===== src/rtl/instruction_fetch_if.sv =====
`default_nettype none
// ============================================================================
//  Module      : instruction_fetch_if
//  Description : Instruction-memory request/response bus for the fetch stage.
//  Revision    : 1.0 - initial release
// ============================================================================
interface instruction_fetch_if;
    logic        imem_req;
    logic [31:0] imem_addr;
    logic        imem_ready;
    logic [31:0] imem_rdata;

    modport master (output imem_req, output imem_addr,
                    input  imem_ready, input imem_rdata);
    modport slave  (input  imem_req, input imem_addr,
                    output imem_ready, output imem_rdata);
endinterface
`default_nettype wire


===== src/rtl/instruction_fetch.sv =====
`default_nettype none
// ============================================================================
//  Module      : instruction_fetch
//  Description : IF stage with IF/ID register, one-entry skid buffer, redirect.
//  Revision    : 1.0 - initial release
// ============================================================================
module instruction_fetch #(
    parameter logic [31:0] RESET_PC = 32'h0000_0000
) (
    input  wire logic              clk,
    input  wire logic              reset,
    input  wire logic              stall,
    input  wire logic              branch_taken,
    input  wire logic [31:0]       branch_target,
    instruction_fetch_if.master    bus,
    output logic [31:0]            if_id_instr,
    output logic [31:0]            if_id_pc_plus4,
    output logic                   if_id_valid,
    output logic [5:0]             opcode
);

    localparam logic [1:0] c_IDLE  = 2'd0;
    localparam logic [1:0] c_FETCH = 2'd1;
    localparam logic [1:0] c_HELD  = 2'd2;

    logic [1:0]  r_state;
    logic [31:0] r_pc;
    logic [31:0] r_if_id_instr;
    logic [31:0] r_if_id_pc_plus4;
    logic        r_if_id_valid;
    logic [31:0] r_skid_instr;
    logic [31:0] r_skid_pc_plus4;
    logic        r_skid_valid;

    logic [31:0] w_pc_plus4;
    logic [31:0] w_branch_pc;

    assign w_pc_plus4  = r_pc + 32'd4;
    assign w_branch_pc = branch_target & 32'hFFFF_FFFC;

    always_ff @(posedge clk or posedge reset) begin
        if (reset) begin
            r_state          <= c_IDLE;
            r_pc             <= RESET_PC;
            r_if_id_instr    <= 32'd0;
            r_if_id_pc_plus4 <= 32'd0;
            r_if_id_valid    <= 1'b0;
            r_skid_instr     <= 32'd0;
            r_skid_pc_plus4  <= 32'd0;
            r_skid_valid     <= 1'b0;
        end else if (branch_taken) begin
            // Redirect wins over everything; any in-flight or buffered word is dropped.
            r_state       <= c_FETCH;
            r_pc          <= w_branch_pc;
            r_if_id_valid <= 1'b0;
            r_skid_valid  <= 1'b0;
        end else begin
            case (r_state)
                c_IDLE: begin
                    r_state <= c_FETCH;
                end
                c_FETCH: begin
                    if (bus.imem_ready && !stall) begin
                        r_if_id_instr    <= bus.imem_rdata;
                        r_if_id_pc_plus4 <= w_pc_plus4;
                        r_if_id_valid    <= 1'b1;
                        r_pc             <= w_pc_plus4;
                    end else if (bus.imem_ready && stall) begin
                        r_skid_instr    <= bus.imem_rdata;
                        r_skid_pc_plus4 <= w_pc_plus4;
                        r_skid_valid    <= 1'b1;
                        r_state         <= c_HELD;
                    end else if (!stall) begin
                        r_if_id_valid <= 1'b0;
                    end
                end
                c_HELD: begin
                    if (!stall) begin
                        r_if_id_instr    <= r_skid_instr;
                        r_if_id_pc_plus4 <= r_skid_pc_plus4;
                        r_if_id_valid    <= r_skid_valid;
                        r_skid_valid     <= 1'b0;
                        r_pc             <= w_pc_plus4;
                        r_state          <= c_FETCH;
                    end
                end
                default: begin
                    r_state <= c_IDLE;
                end
            endcase
        end
    end

    assign bus.imem_req   = (r_state == c_FETCH);
    assign bus.imem_addr  = r_pc;
    assign if_id_instr    = r_if_id_instr;
    assign if_id_pc_plus4 = r_if_id_pc_plus4;
    assign if_id_valid    = r_if_id_valid;
    assign opcode         = r_if_id_instr[31:26];

endmodule
`default_nettype wire


===== src/flat_wrapper.sv =====
// flat-port wrapper written by rule: the top's interface ports become plain ports
module instruction_fetch_flat 
#(
    parameter logic [31:0] RESET_PC = 32'h0000_0000
)
  (clk, reset, stall, branch_taken, branch_target, if_id_instr, if_id_pc_plus4, if_id_valid, opcode, bus_imem_req, bus_imem_addr, bus_imem_ready, bus_imem_rdata);
  instruction_fetch_if bus_i ();
  input  wire logic clk;
  input  wire logic reset;
  input  wire logic stall;
  input  wire logic branch_taken;
  input  wire logic [31:0] branch_target;
  output logic [31:0] if_id_instr;
  output logic [31:0] if_id_pc_plus4;
  output logic if_id_valid;
  output logic [5:0] opcode;
  output wire logic [$bits(bus_i.imem_req)-1:0] bus_imem_req;
  output wire logic [$bits(bus_i.imem_addr)-1:0] bus_imem_addr;
  input wire logic [$bits(bus_i.imem_ready)-1:0] bus_imem_ready;
  input wire logic [$bits(bus_i.imem_rdata)-1:0] bus_imem_rdata;
  assign bus_imem_req = bus_i.imem_req;
  assign bus_imem_addr = bus_i.imem_addr;
  assign bus_i.imem_ready = bus_imem_ready;
  assign bus_i.imem_rdata = bus_imem_rdata;
  instruction_fetch #(.RESET_PC(RESET_PC)) u_core (.clk(clk), .reset(reset), .stall(stall), .branch_taken(branch_taken), .branch_target(branch_target), .bus(bus_i), .if_id_instr(if_id_instr), .if_id_pc_plus4(if_id_pc_plus4), .if_id_valid(if_id_valid), .opcode(opcode));
endmodule

===== config.mk =====
export PLATFORM = sky130hd
export DESIGN_NAME = instruction_fetch_flat
export DESIGN_NICKNAME = d
export VERILOG_FILES = /design/src/rtl/instruction_fetch_if.sv /design/src/rtl/instruction_fetch.sv /design/src/flat_wrapper.sv
export SDC_FILE = /design/constraint.sdc
export NUM_CORES = 1
export LEC_CHECK = 0
export ABC_AREA = 1
export BUFFER_PORTS_ARGS = -buffer_cell sky130_fd_sc_hd__buf_4
export CORE_MARGIN = 3
export CORE_UTILIZATION = 55
export CTS_CLUSTER_DIAMETER = 150
export DETAILED_ROUTE_END_ITERATION = 8
export PLACE_DENSITY = 0.81
export RECOVER_POWER = 50
export SYNTH_ARGS = -nofsm -noshare
export SYNTH_HDL_FRONTEND = slang
export SYNTH_SLANG_ARGS = --single-unit

===== constraint.sdc =====
create_clock -name clk -period 8.2 [get_ports clk]
set_input_delay 1.23 -clock clk [delete_from_list [all_inputs] [get_ports clk]]
set_output_delay 1.23 -clock clk [all_outputs]
set_load 0.02 [all_outputs]

======== Word level (Yosys, flattened, before mapping) ========
Cells that the tools add are included.
storage, ports and cells
  output and inout bits ................... 104
  word-level logic and storage cells ...... 57
  bits in registers ....................... 164
operators by class
  bitwise operators ....................... 2
  $add $sub $neg .......................... 1
  reduce and logical (&&, ||, !) cells .... 12
  eq/ne operators ......................... 10
  mux-type cells .......................... 24
operator list
  kind                     number
  $mux W32                 6
  $pmux W32 S2             3
  $add A32 B3 Y32 const B  1
  $reduce_and A4 Y1        4
  $mux W1                  8
  $mux W2                  4
  $ne A4 B3 Y1 const B     2
  $ne A3 B2 Y1 const B     2
  $ne A3 B3 Y1 const B     2
  $pmux W2 S3              1
  $reduce_and A3 Y1        2
  $pmux W1 S2              2
  $reduce_bool A3 Y1       1
  $eq A2 B1 Y1 const B     1
  $eq A2 B2 Y1 const B     1
  $logic_and A1 B1 Y1      2
  $logic_not A2 Y1         1
  $ne A2 B1 Y1 const B     1
  $ne A2 B2 Y1 const B     1
  $not A1 Y1               2
  $reduce_bool A2 Y1       1
  $logic_not A1 Y1         1

======== Longest topological paths before layout ========
Gate-level depths: netlist of the first run.
  depth after elaboration ................. 5
  depth in mapped cells ................... 10

======== Least setup slack after synthesis of the first run ========
No wires, ideal clock.
  path type ............................... input -> register
  start ................................... input branch_taken
  end ..................................... register u_core.r_pc[21] (netlist: u_core.bus.imem_addr[21])
  slack ................................... 5.988 ns
  path buffers ............................ 3
  stages .................................. 9
  setup time .............................. 0.117 ns
  required time ........................... 8.083 ns
  arrival time ............................ 2.096 ns
  path through ............................ inv_2 buf_2 nand3_1 nand2_1 buf_4 buf_6 nor2_1 nand2_1 nand2_1
on the way
  longest elaborated chain between the ends .. 2
RTL lines
  item                                                   RTL line                 text
  start, declared                                        flat_wrapper.sv:11       input wire logic branch_taken;
  $ne A3 B2 Y1 (no source line) (tied with other cells)  --
  $reduce_and A3 Y1 (no source line)                     --
  end signal, assigned                                   instruction_fetch.sv:54  r_pc <= w_branch_pc;
  end signal, assigned                                   instruction_fetch.sv:67  r_pc <= w_pc_plus4;
  end signal, assigned                                   instruction_fetch.sv:83  r_pc <= w_pc_plus4;
  end, declared                                          instruction_fetch.sv:27  logic [31:0] r_pc;
Parallel ways exist; a longest one is shown, timed or not.
A chain may end at the register's enable or synchronous reset.

======== Worst setup path after layout of the first run ========
  start ................................... input branch_taken
  end ..................................... register u_core.r_if_id_instr[13] (netlist: u_core.if_id_instr[13])
on the way
  longest elaborated chain between the ends .. 2
RTL lines
  item                                RTL line                 text
  $not A1 Y1 (no source line)         --
  $reduce_and A4 Y1 (no source line)  --
  end signal, assigned                instruction_fetch.sv:64  r_if_id_instr <= bus.imem_rdata;
  end signal, assigned                instruction_fetch.sv:79  r_if_id_instr <= r_skid_instr;
  end, declared                       instruction_fetch.sv:28  logic [31:0] r_if_id_instr;
No other way between the ends.

==> qor.csv, run 1 <==
stage;metric;value;unit
placement;dpl.hpwl;13.7;mm
layout;final_layout_size_suffix_gt1_share;9.74;%
drt;drtIter0Drc;554;
timing;worst_pin_slew;4640;ps
drt;routed_wl;21.0;mm
floorplan;die_w;125;um
pwr;swShare;36.1;%
worst_setup_path;cp_top_family;buffers and inverters;
timing;finalSetupViolations;0;
global_route;grt_pass1_wl;35.1;mm
global_route;grt_usage;27.3;%
timing;rsz0062_at_grt;no;
cts;ctsHoldBuffers;0;
global_route;grt_pass1_vias;6953;
floorplan;start_util;57.6;%
worst_setup_path;arrival;5140;ps
layout;multiInputGateArea;3290;um2
drt;wire_per_inst;15.4;um
run_status;failed_checks;max-capacitance violations, max-slew violations;
worst_setup_path;end_kind;flip-flop;
synthesis;ys_types;28;
synthesis;synth.avg_cell_area;7.44;um2
global_route;grt_overflow;0;
pwr;powerDensity;276;nW/um2
layout;fillCellCount;1187;
cts;cts_tree;done;
synthesis;synth_top_area_share;50.9;%
run_status;status;complete, but fails checks;
worst_setup_path;startpoint_type;input pin;
pwr;pwr-share-clk;29.4;%
synthesis;synth_top_area_cell;dfrtp_1;
timing;slew_headroom;-211;%
synthesis;syn_inst;1045;
cts;numCtsBuffers;17;
pwr;combPwrFrac;26.6;%
synthesis;syn_area;7770;um2
global_route;antenna_found_initial;0;
synthesis;ys_seq_area_share;50.9;%
cts;clock-sinks;158;
layout;postLayoutCellArea;9160;um2
pwr;p_total;0.00253;W
timing;fmax;204;MHz
worst_setup_path;rrSetupSlack;4470;ps
cts;clk_latency;430;ps
timing;skew;10.0;ps
timing;slew_violations;154;
job;drv_cap;3;
pwr;p_seq_share;44.0;%
floorplan;core_region_area;13500;um2
worst_setup_path;crit_buf_inv;4;
cts;root_buffer;clkbuf_16;
cts;clock_path_buffers;2;
drt;vias_per_cell;5.37;
layout;nets;1249;
worst_setup_path;max_stage_delay;1530;ps
timing;setup_ws;3300;ps
timing;finalHoldViolations;0;
pwr;intPower;0.00162;W
placement;pre_cts_slack;4670;ps
pwr;netSwitchingPower;0.000912;W
worst_setup_path;path_cells;buf_4 -> inv_1 -> nand2_2 -> clkbuf_1 -> inv_4 -> nor2_1 -> a31oi_1;
cts;clk_pin_slew;60;ps
floorplan;io_pins;173;
worst_setup_path;cp_max_fo;81;
floorplan;rows;42;
global_route;grt_max_degree;109;
pwr;leakage;4.53;nW
layout;antenna_cells;0;
synthesis;yosysWarnings;0;
drt;first_pass_iters;6;
cts;post_cts_buffers;0;
floorplan;die_area;15600;um2
synthesis;synth-seq-cells;158;
layout;final_util;67.8;%
floorplan;die_h;125;um
layout;area_growth;17.8;%
timing;fin_crit_sh;59.8;%
cts;h-tree-depth;4;
timing;fin_setup_tns;0;ps
synthesis;synth.area.top_cells;dfrtp_1, nand2_1, nor2_1, a31oi_1, a21oi_1;
placement;port_buffers;166;
layout;seqCellArea;3950;um2
drt;drc_errors;0;
timing;min_period;4900;ps
drt;vias;7346;
pwr;ir_drop;0.143;mV
cts;cts_resized;0;
placement;placed_area;8980;um2
worst_setup_path;cp.required;8440;ps
worst_setup_path;crit_type;in2reg;
worst_setup_path;slowest_stage;clkbuf_1;
drt;ant_nets;0;
hold_path;hold_path_class;reg2reg;
placement;gp_congestion;0.906;
## per-layer routing
| metal | GRT usage (%) | vias up | part of all wire [%] |
|---|---|---|---|
| met2 | 42.4 | 298 | 46 |
| li1 | - | 3583 | - |
| met1 | 39.8 | 3442 | 46 |
| met5 | 0 | - | 0 |
| met3 | 5.57 | 23 | 7.0 |
| met4 | 6.82 | 0 | 1.1 |
## per-stage QoR
stage | instances | hold slack (ps)
4_1_cts | 1367 | 473
2_1_floorplan | 1048 | 442
6_report | 1367 | 468
3_3_place_gp | 1336 | 453
3_5_place_dp | 1336 | 458
5_1_grt | 1367 | 488
## placed cells by master (no fill, tap or decap), types with 4 or more instances in the layout
cell type / instances
nand2_1: 413
clkbuf_1: 104
inv_2: 4
nor2_1: 145
inv_1: 51
a21oi_1: 54
o22ai_1: 4
o21ai_0: 26
a31oi_1: 45
xor2_1: 4
nand3_1: 44
nor2_2: 4
dfrtp_1: 158
conb_1: 4
o21ai_1: 16
clkbuf_16: 17
buf_4: 71
## layout make-up
| type | count | area share [%] |
|---|---|---|
| Timing Repair Buffer | 172 | 10.0 |
| Multi-Input combinational cell | 773 | 36.0 |
| Tap cell | 176 | 2.41 |
| Sequential cell | 158 | 43.2 |
| Clock buffer | 23 | 5.11 |
| Inverter | 57 | 2.38 |
| Clock inverter | 8 | 0.929 |
## kinds of logic (layout without fill, tap and decap cells)
logic type	after synthesis	count (layout)	synth area share (%)
AND/OR/NAND/NOR	615	615	31.0
XOR/XNOR	6	6	0.676
adder cells (fa/ha/maj)	1	1	0.161
flip-flops	158	158	50.9
buffers and inverters	117	260	6.95
other	1	4	0.0482
AO/OA/AOI/OAI	147	147	10.3
## final timing paths
kind,start,endpoint,cells past startpoint
hold reg to reg,u_core.r_skid_instr[1],u_core.r_skid_instr[1],2
max in group asynchronous,reset,u_core.bus.imem_addr[18],3
setup / recovery,branch_taken,u_core.if_id_instr[13],7
min in group asynchronous,reset,u_core.if_id_pc_plus4[28],2
hold / removal,u_core.r_skid_instr[1],u_core.r_skid_instr[1],2
setup reg to reg,u_core.r_state[0],u_core.if_id_instr[13],9
## flip-flops by register name (all words and copies together), names as in the netlist
| name | cells |
|---|---|
| u_core.r_skid_valid | 1 |
| u_core.r_skid_pc_plus4 | 30 |
| u_core.bus.imem_addr | 30 |
| u_core.if_id_instr | 32 |
| u_core.r_skid_instr | 32 |
| u_core.r_state | 2 |
| u_core.if_id_pc_plus4 | 30 |
| u_core.if_id_valid | 1 |
## Yosys cell counts (all sizes together)
master  number
xnor2        2
and2         2
nand2      416
ha           1
o21ai       43
xor2         4
o22ai        4
dfrtp      158
a31oi       45
buf         38
a211oi       1
a21oi       54
conb         1
nand3       44
clkbuf      22
nor2       152
inv         57
nand4        1
## power by group through the flow
stage	Combinational (W)	Clock, W	Sequential [W]
2_1_floorplan	0.000334	0	0.00124
3_3_place_gp	0.000753	0	0.00111
3_5_place_dp	0.000770	0	0.00112
4_1_cts	0.000776	0.000750	0.00111
5_1_grt	0.000751	0.000781	0.00114
6_report	0.000673	0.000743	0.00111
## tightest hold or removal path: stages (launching register included)
cell and delay (ps):
dfrtp_1 340, nand2_1 50, nand2_1 50
No activity file was read; power rests on OpenSTA's default activity.
==> run 2: changes to the inputs <==
--- a/config.mk
+++ b/config.mk
@@ -8,10 +8,10 @@
 export ABC_AREA = 1
 export BUFFER_PORTS_ARGS = -buffer_cell sky130_fd_sc_hd__buf_4
 export CORE_MARGIN = 3
-export CORE_UTILIZATION = 55
+export CORE_UTILIZATION = 49
 export CTS_CLUSTER_DIAMETER = 150
 export DETAILED_ROUTE_END_ITERATION = 8
-export PLACE_DENSITY = 0.81
+export PLACE_DENSITY = 0.76
 export RECOVER_POWER = 50
 export SYNTH_ARGS = -nofsm -noshare
 export SYNTH_HDL_FRONTEND = slang
==> constraint.sdc (replaced) <==
create_clock -name clk -period 4.2 [get_ports clk]
set_input_delay 0.63 -clock clk [delete_from_list [all_inputs] [get_ports clk]]
set_output_delay 0.63 -clock clk [all_outputs]
set_load 0.02 [all_outputs]
==> run 2 against run 1 <==
Effect of this change: the flow still finishes with violations (max-capacitance violations, max-slew violations); clock skew about the same; flip-flop and latch count stayed put; sequential power up 95%; sequential share of layout area is 1.3 points lower; non-clock buffer count grew 3; cell count increased by 2.9%; worst hold slack got worse by 59 ps; critical path type is now in2async; routed wire length down 0.21%; setup slack worse by 1900 ps; via count down 1.1%; die area increased by 12%; cell area grew 3.1%.
==> qor.csv, run 2 (same netlist as run 1, synthesis figures left out) <==
stage;metric;value;unit
run_status;status;complete, but fails checks;
run_status;failed_checks;max-capacitance violations, max-slew violations;
placement;dpl.hpwl;14.1;mm
timing;slew_headroom;-52.8;%
cts;clock-sinks;158;
floorplan;die_w;132;um
pwr;intPower;0.00323;W
global_route;antenna_found_initial;0;
drt;vias_per_cell;5.17;
timing;finalSetupViolations;0;
floorplan;die_area;17400;um2
pwr;p_seq_share;42.7;%
timing;min_period;2780;ps
cts;numCtsBuffers;17;
pwr;p_total;0.00507;W
layout;most-common-layout-cells;nand2_1, dfrtp_1, nor2_1;
layout;area_growth;21.4;%
worst_setup_path;cp.required;4520;ps
drt;drtIter0Drc;598;
cts;clk_pin_slew;70;ps
placement;gp_congestion;0.889;
worst_setup_path;startpoint_type;input pin;
cts;h-tree-depth;4;
global_route;grt_pass1_vias;6715;
worst_setup_path;cp_max_fo;49;
layout;final_common_cell;nand2_1;
timing;fin_setup_tns;0;ps
worst_setup_path;crit_type;in2async;
pwr;swShare;36.4;%
cts;post_cts_buffers;0;
timing;worst_pin_slew;2280;ps
drt;wire_per_inst;14.9;um
timing;fmax;360;MHz
drt;drc_errors;0;
cts;root_buffer;clkbuf_16;
cts;cts_resized;0;
drt;routed_wl;20.9;mm
pwr;ir_drop;0.325;mV
timing;slew_violations;49;
timing;finalHoldViolations;0;
hold_path;hold_path_class;in2reg;
pwr;combPwrFrac;27.5;%
layout;nets;1252;
cts;cts_tree;done;
floorplan;start_util;50.6;%
drt;vias;7262;
layout;final_layout_size_suffix_gt1_share;14.4;%
global_route;grt_usage;24.6;%
layout;fillCellCount;1397;
pwr;powerDensity;537;nW/um2
floorplan;core_region_area;15400;um2
timing;whs;409;ps
timing;skew;10.0;ps
timing;fin_crit_sh;66.2;%
pwr;netSwitchingPower;0.00184;W
pwr;leakage;4.73;nW
worst_setup_path;end_kind;asynchronous set/reset pin;
job;drv_cap;1;
global_route;grt_overflow;0;
layout;antenna_cells;0;
floorplan;rows;45;
placement;port_buffers;166;
worst_setup_path;arrival;3100;ps
drt;first_pass_iters;7;
global_route;grt_max_degree;82;
cts;clk_latency;430;ps
floorplan;die_h;132;um
drt;ant_nets;0;
cts;clock_path_buffers;2;
cts;ctsHoldBuffers;0;
floorplan;io_pins;173;
pwr;pwr-share-clk;29.8;%
timing;rsz0062_at_grt;no;
global_route;grt_pass1_wl;34.6;mm
[run 2: cell types whose count changed in the layout (fill, tap and decap cells not counted), sizes merged]
cell | previous run | this run
clkinv | 4 | 2
buf | 71 | 122
inv | 57 | 64
clkinvlp | 3 | 4
clkbuf | 124 | 71
[run 2: cell type report]
| type | count | area (um2) | area share, % |
|---|---|---|---|
| Sequential cell | 158 | 3950 | 41.9 |
| Multi-Input combinational cell | 773 | 3290 | 34.9 |
| Timing Repair Buffer | 175 | 1130 | 12.0 |
| Clock buffer | 18 | 429 | 4.55 |
| Tap cell | 211 | 264 | 2.80 |
| Inverter | 57 | 218 | 2.31 |
| Clock inverter | 14 | 148 | 1.56 |
[run 2: layer usage]
metal	track usage, %	share of wire, %	up-vias
li1	-	-	3583
met1	35.8	44	3355
met2	37.5	46	299
met3	5.00	8.3	25
met4	7.00	1.4	0
met5	0	0	-
[run 2: through the flow]
step / utilization (%) / instances / cell area (um2) / setup slack (ps)
floorplan: - / 1048 / 7790 / 1570
global placement: 58.9 / 1374 / 9060 / 1670
detailed placement: 58.9 / 1374 / 9060 / 1580
CTS: 62.7 / 1406 / 9640 / 1570
global route: 61.4 / 1406 / 9440 / 970
finish: 61.4 / 1406 / 9440 / 1420
[run 2: worst paths after layout]
path	slack (ps)	endpoint	from	cells after the start
min	410	u_core.r_skid_instr[9]	bus_imem_rdata[9]	3
max	1420	u_core.bus.imem_addr[23]	reset	3
max reg2reg	1580	u_core.bus.imem_addr[10]	u_core.r_state[1]	7
max in group clk	1580	u_core.bus.imem_addr[10]	u_core.r_state[1]	7
min reg2reg	470	u_core.r_skid_instr[4]	u_core.r_skid_instr[4]	2
min in group asynchronous	830	u_core.if_id_pc_plus4[21]	reset	2
[run 2: worst max-delay path: stages]
cell	delay, ps
clkbuf_4	110
clkinvlp_2	1290
clkbuf_1	1050
[run 2: power groups by stage]
stage / Clock, W / Combinational (W) / Sequential (W)
after detailed placement: 0 / 0.00151 / 0.00219
final: 0.00151 / 0.00139 / 0.00217
after global routing: 0.00161 / 0.00155 / 0.00222
after CTS: 0.00153 / 0.00152 / 0.00217
after floorplan: 0 / 0.000652 / 0.00241
after global placement: 0 / 0.00148 / 0.00218
==> run 3: changes to the inputs <==
--- a/config.mk
+++ b/config.mk
@@ -8,10 +8,10 @@
 export ABC_AREA = 1
 export BUFFER_PORTS_ARGS = -buffer_cell sky130_fd_sc_hd__buf_4
 export CORE_MARGIN = 3
-export CORE_UTILIZATION = 49
+export CORE_UTILIZATION = 55
 export CTS_CLUSTER_DIAMETER = 150
 export DETAILED_ROUTE_END_ITERATION = 8
-export PLACE_DENSITY = 0.76
+export PLACE_DENSITY = 0.81
 export RECOVER_POWER = 50
 export SYNTH_ARGS = -nofsm -noshare
 export SYNTH_HDL_FRONTEND = slang
==> constraint.sdc (replaced) <==
create_clock -name clk -period 2.6 [get_ports clk]
set_input_delay 0.39 -clock clk [delete_from_list [all_inputs] [get_ports clk]]
set_output_delay 0.39 -clock clk [all_outputs]
set_load 0.02 [all_outputs]
==> run 3 against run 2 <==
Effect of this change: highest routed layer unchanged; flip-flop and latch count unchanged; worst hold slack got worse by 240 ps; cell count down 2.1%; setup slack worse by 800 ps; clock power rose by 76%; die area is 10% lower; critical path depth increased by 7; utilization increased by 9.1 points; register-to-register slack got worse by 960 ps; via count is 2.5% higher; the flow now finishes without violations; combinational power grew 64%.
==> qor.csv, run 3 (same netlist as run 1, synthesis figures left out) <==
stage;metric;value;unit
run_status;status;finished clean;
layout;most-common-layout-cells;nand2_1, dfrtp_1, nor2_1;
worst_setup_path;r2r-end;u_core.if_id_pc_plus4[28];
global_route;grt_max_degree;81;
drt;vias;7441;
cts;clk_latency;430;ps
timing;worst_pin_slew;1360;ps
cts;post_cts_buffers;0;
floorplan;core_region_area;13500;um2
global_route;grt_usage;27.3;%
worst_setup_path;critPathCapture;u_core.if_id_pc_plus4[28];
hold_path;holdPathStages;3;
layout;nets;1258;
worst_setup_path;crit_type;reg2reg;
drt;drtIter0Drc;808;
timing;fin_crit_sh;76.3;%
cts;clock-sinks;158;
timing;skew;8.75;ps
worst_setup_path;end_kind;flip-flop;
drt;drc_errors;0;
pwr;netSwitchingPower;0.00293;W
cts;cts_tree;done;
cts;ctsHoldBuffers;0;
cts;numCtsBuffers;17;
layout;final_layout_size_suffix_gt1_share;14.8;%
pwr;ir_drop;0.467;mV
floorplan;rows;42;
pwr;p_total;0.00845;W
worst_setup_path;rr_startpoint;u_core.bus.imem_addr[2];
global_route;grt_pass1_wl;34.8;mm
floorplan;io_pins;173;
worst_setup_path;cp.required;2910;ps
worst_setup_path;slowest_stage;dfrtp_1;
cts;root_buffer;clkbuf_16;
hold_path;hold_path_class;in2reg;
timing;fin_setup_tns;0;ps
drt;vias_per_cell;5.40;
cts;clock_path_buffers;2;
placement;dpl.hpwl;14.3;mm
worst_setup_path;startpoint_type;flip-flop;
timing;rsz0062_at_grt;no;
timing;slew_violations;0;
floorplan;die_w;125;um
timing;slew_headroom;8.83;%
worst_setup_path;crit_buf_inv;0;
job;drv_cap;0;
floorplan;die_h;125;um
timing;fmax;504;MHz
drt;first_pass_iters;5;
placement;gp_congestion;0.892;
timing;finalSetupViolations;0;
global_route;grt_overflow;0;
timing;min_period;1980;ps
worst_setup_path;rr_worst_depth;10;
cts;clk_pin_slew;60;ps
drt;ant_nets;0;
worst_setup_path;crit_cells;10;
worst_setup_path;crit_start;u_core.bus.imem_addr[2];
cts;cts_resized;0;
pwr;powerDensity;887;nW/um2
placement;port_buffers;166;
worst_setup_path;path_cells;ha_1 -> nand2_1 -> nor2_2 -> nand2_2 -> nor2_1 -> nand2_1 -> nand2_1 -> nand3_1 -> nand2_1 -> nand2_1;
pwr;swShare;34.7;%
global_route;antenna_found_initial;0;
pwr;combPwrFrac;27.0;%
layout;fillCellCount;1121;
worst_setup_path;cp_max_fo;6;
drt;wire_per_inst;15.5;um
worst_setup_path;arrival;2290;ps
drt;routed_wl;21.3;mm
worst_setup_path;max_stage_delay;460;ps
global_route;grt_pass1_vias;7078;
layout;final_common_cell;nand2_1;
pwr;intPower;0.00552;W
worst_setup_path;rrSetupSlack;620;ps
pwr;p_seq_share;41.5;%
timing;finalHoldViolations;0;
pwr;pwr-share-clk;31.5;%
pwr;leakage;4.81;nW
layout;area_growth;22.5;%
floorplan;start_util;57.6;%
worst_setup_path;path_common_cell;nand2_1;
worst_setup_path;cp_top_family;simple AND/OR/NAND/NOR gates;
cts;h-tree-depth;4;
layout;antenna_cells;0;
floorplan;die_area;15600;um2
[run 3: changes by cell type in the layout (fill, tap and decap cells not counted), moves of 2 or more]
cell	previous run	this run
clkinvlp_4	3	0
buf_4	121	125
clkinv_2	0	2
inv_8	3	0
buf_12	1	4
inv_6	5	2
clkinv_4	2	4
bufinv_16	1	4
[run 3: layout make-up]
type	instances	area (um2)	area share, %
multi-input combinational	773	3290	34.5
timing repair buffer	181	1220	12.8
clock buffer	20	447	4.69
clock inverter	12	183	1.92
sequential	158	3950	41.5
tap	176	220	2.31
inverter	57	218	2.29
[run 3: worst min-delay path by stage]
stage                          endpoint               startpoint  slack, ps
2_1_floorplan    u_core.r_skid_instr[0]   u_core.r_skid_instr[0]        440
6_report         u_core.r_skid_instr[2]        bus_imem_rdata[2]        170
3_3_place_gp    u_core.r_skid_instr[14]  u_core.r_skid_instr[14]        450
4_1_cts        u_core.if_id_pc_plus4[5]                    reset         90
5_1_grt          u_core.r_skid_instr[2]        bus_imem_rdata[2]        170
3_5_place_dp     u_core.r_skid_instr[0]   u_core.r_skid_instr[0]        460
[run 3: layer usage]
layer  vias to the layer above  routed length, um  share of wire (%)  global-route usage [%]
met3                        39               1680                7.9                    4.85
met2                       312               9870                 46                    42.8
met4                         0                482                2.3                    9.44
li1                       3591                  -                  -                       -
met1                      3499               9310                 44                    38.6
met5                         -                  0                  0                       0
[run 3: worst reg2reg max path, cell delays in order (launching register included)]
cell and delay [ps]:
dfrtp_1 460, ha_1 250, nand2_1 90, nor2_2 170
nand2_2 140, nor2_1 270, nand2_1 90, nand2_1 100
nand3_1 70, nand2_1 160, nand2_1 70
[run 3: metrics by stage]
step	utilization (%)	area (um2)	setup slack, ps	cells	hold WS (ps)
after floorplan	-	7790	209	1048	442
after global placement	67.5	9110	690	1345	453
after detailed placement	67.5	9110	668	1345	458
after CTS	72.1	9740	659	1377	92.4
after global routing	70.5	9530	468	1377	173
final	70.5	9530	615	1377	170
[run 3: power groups by stage]
stage | Combinational [W] | Sequential, W | Clock (W)
finish | 0.00228 | 0.00350 | 0.00266
detailed placement | 0.00245 | 0.00353 | 0
CTS | 0.00248 | 0.00350 | 0.00267
global route | 0.00252 | 0.00358 | 0.00277
floorplan | 0.00105 | 0.00390 | 0
global placement | 0.00240 | 0.00351 | 0
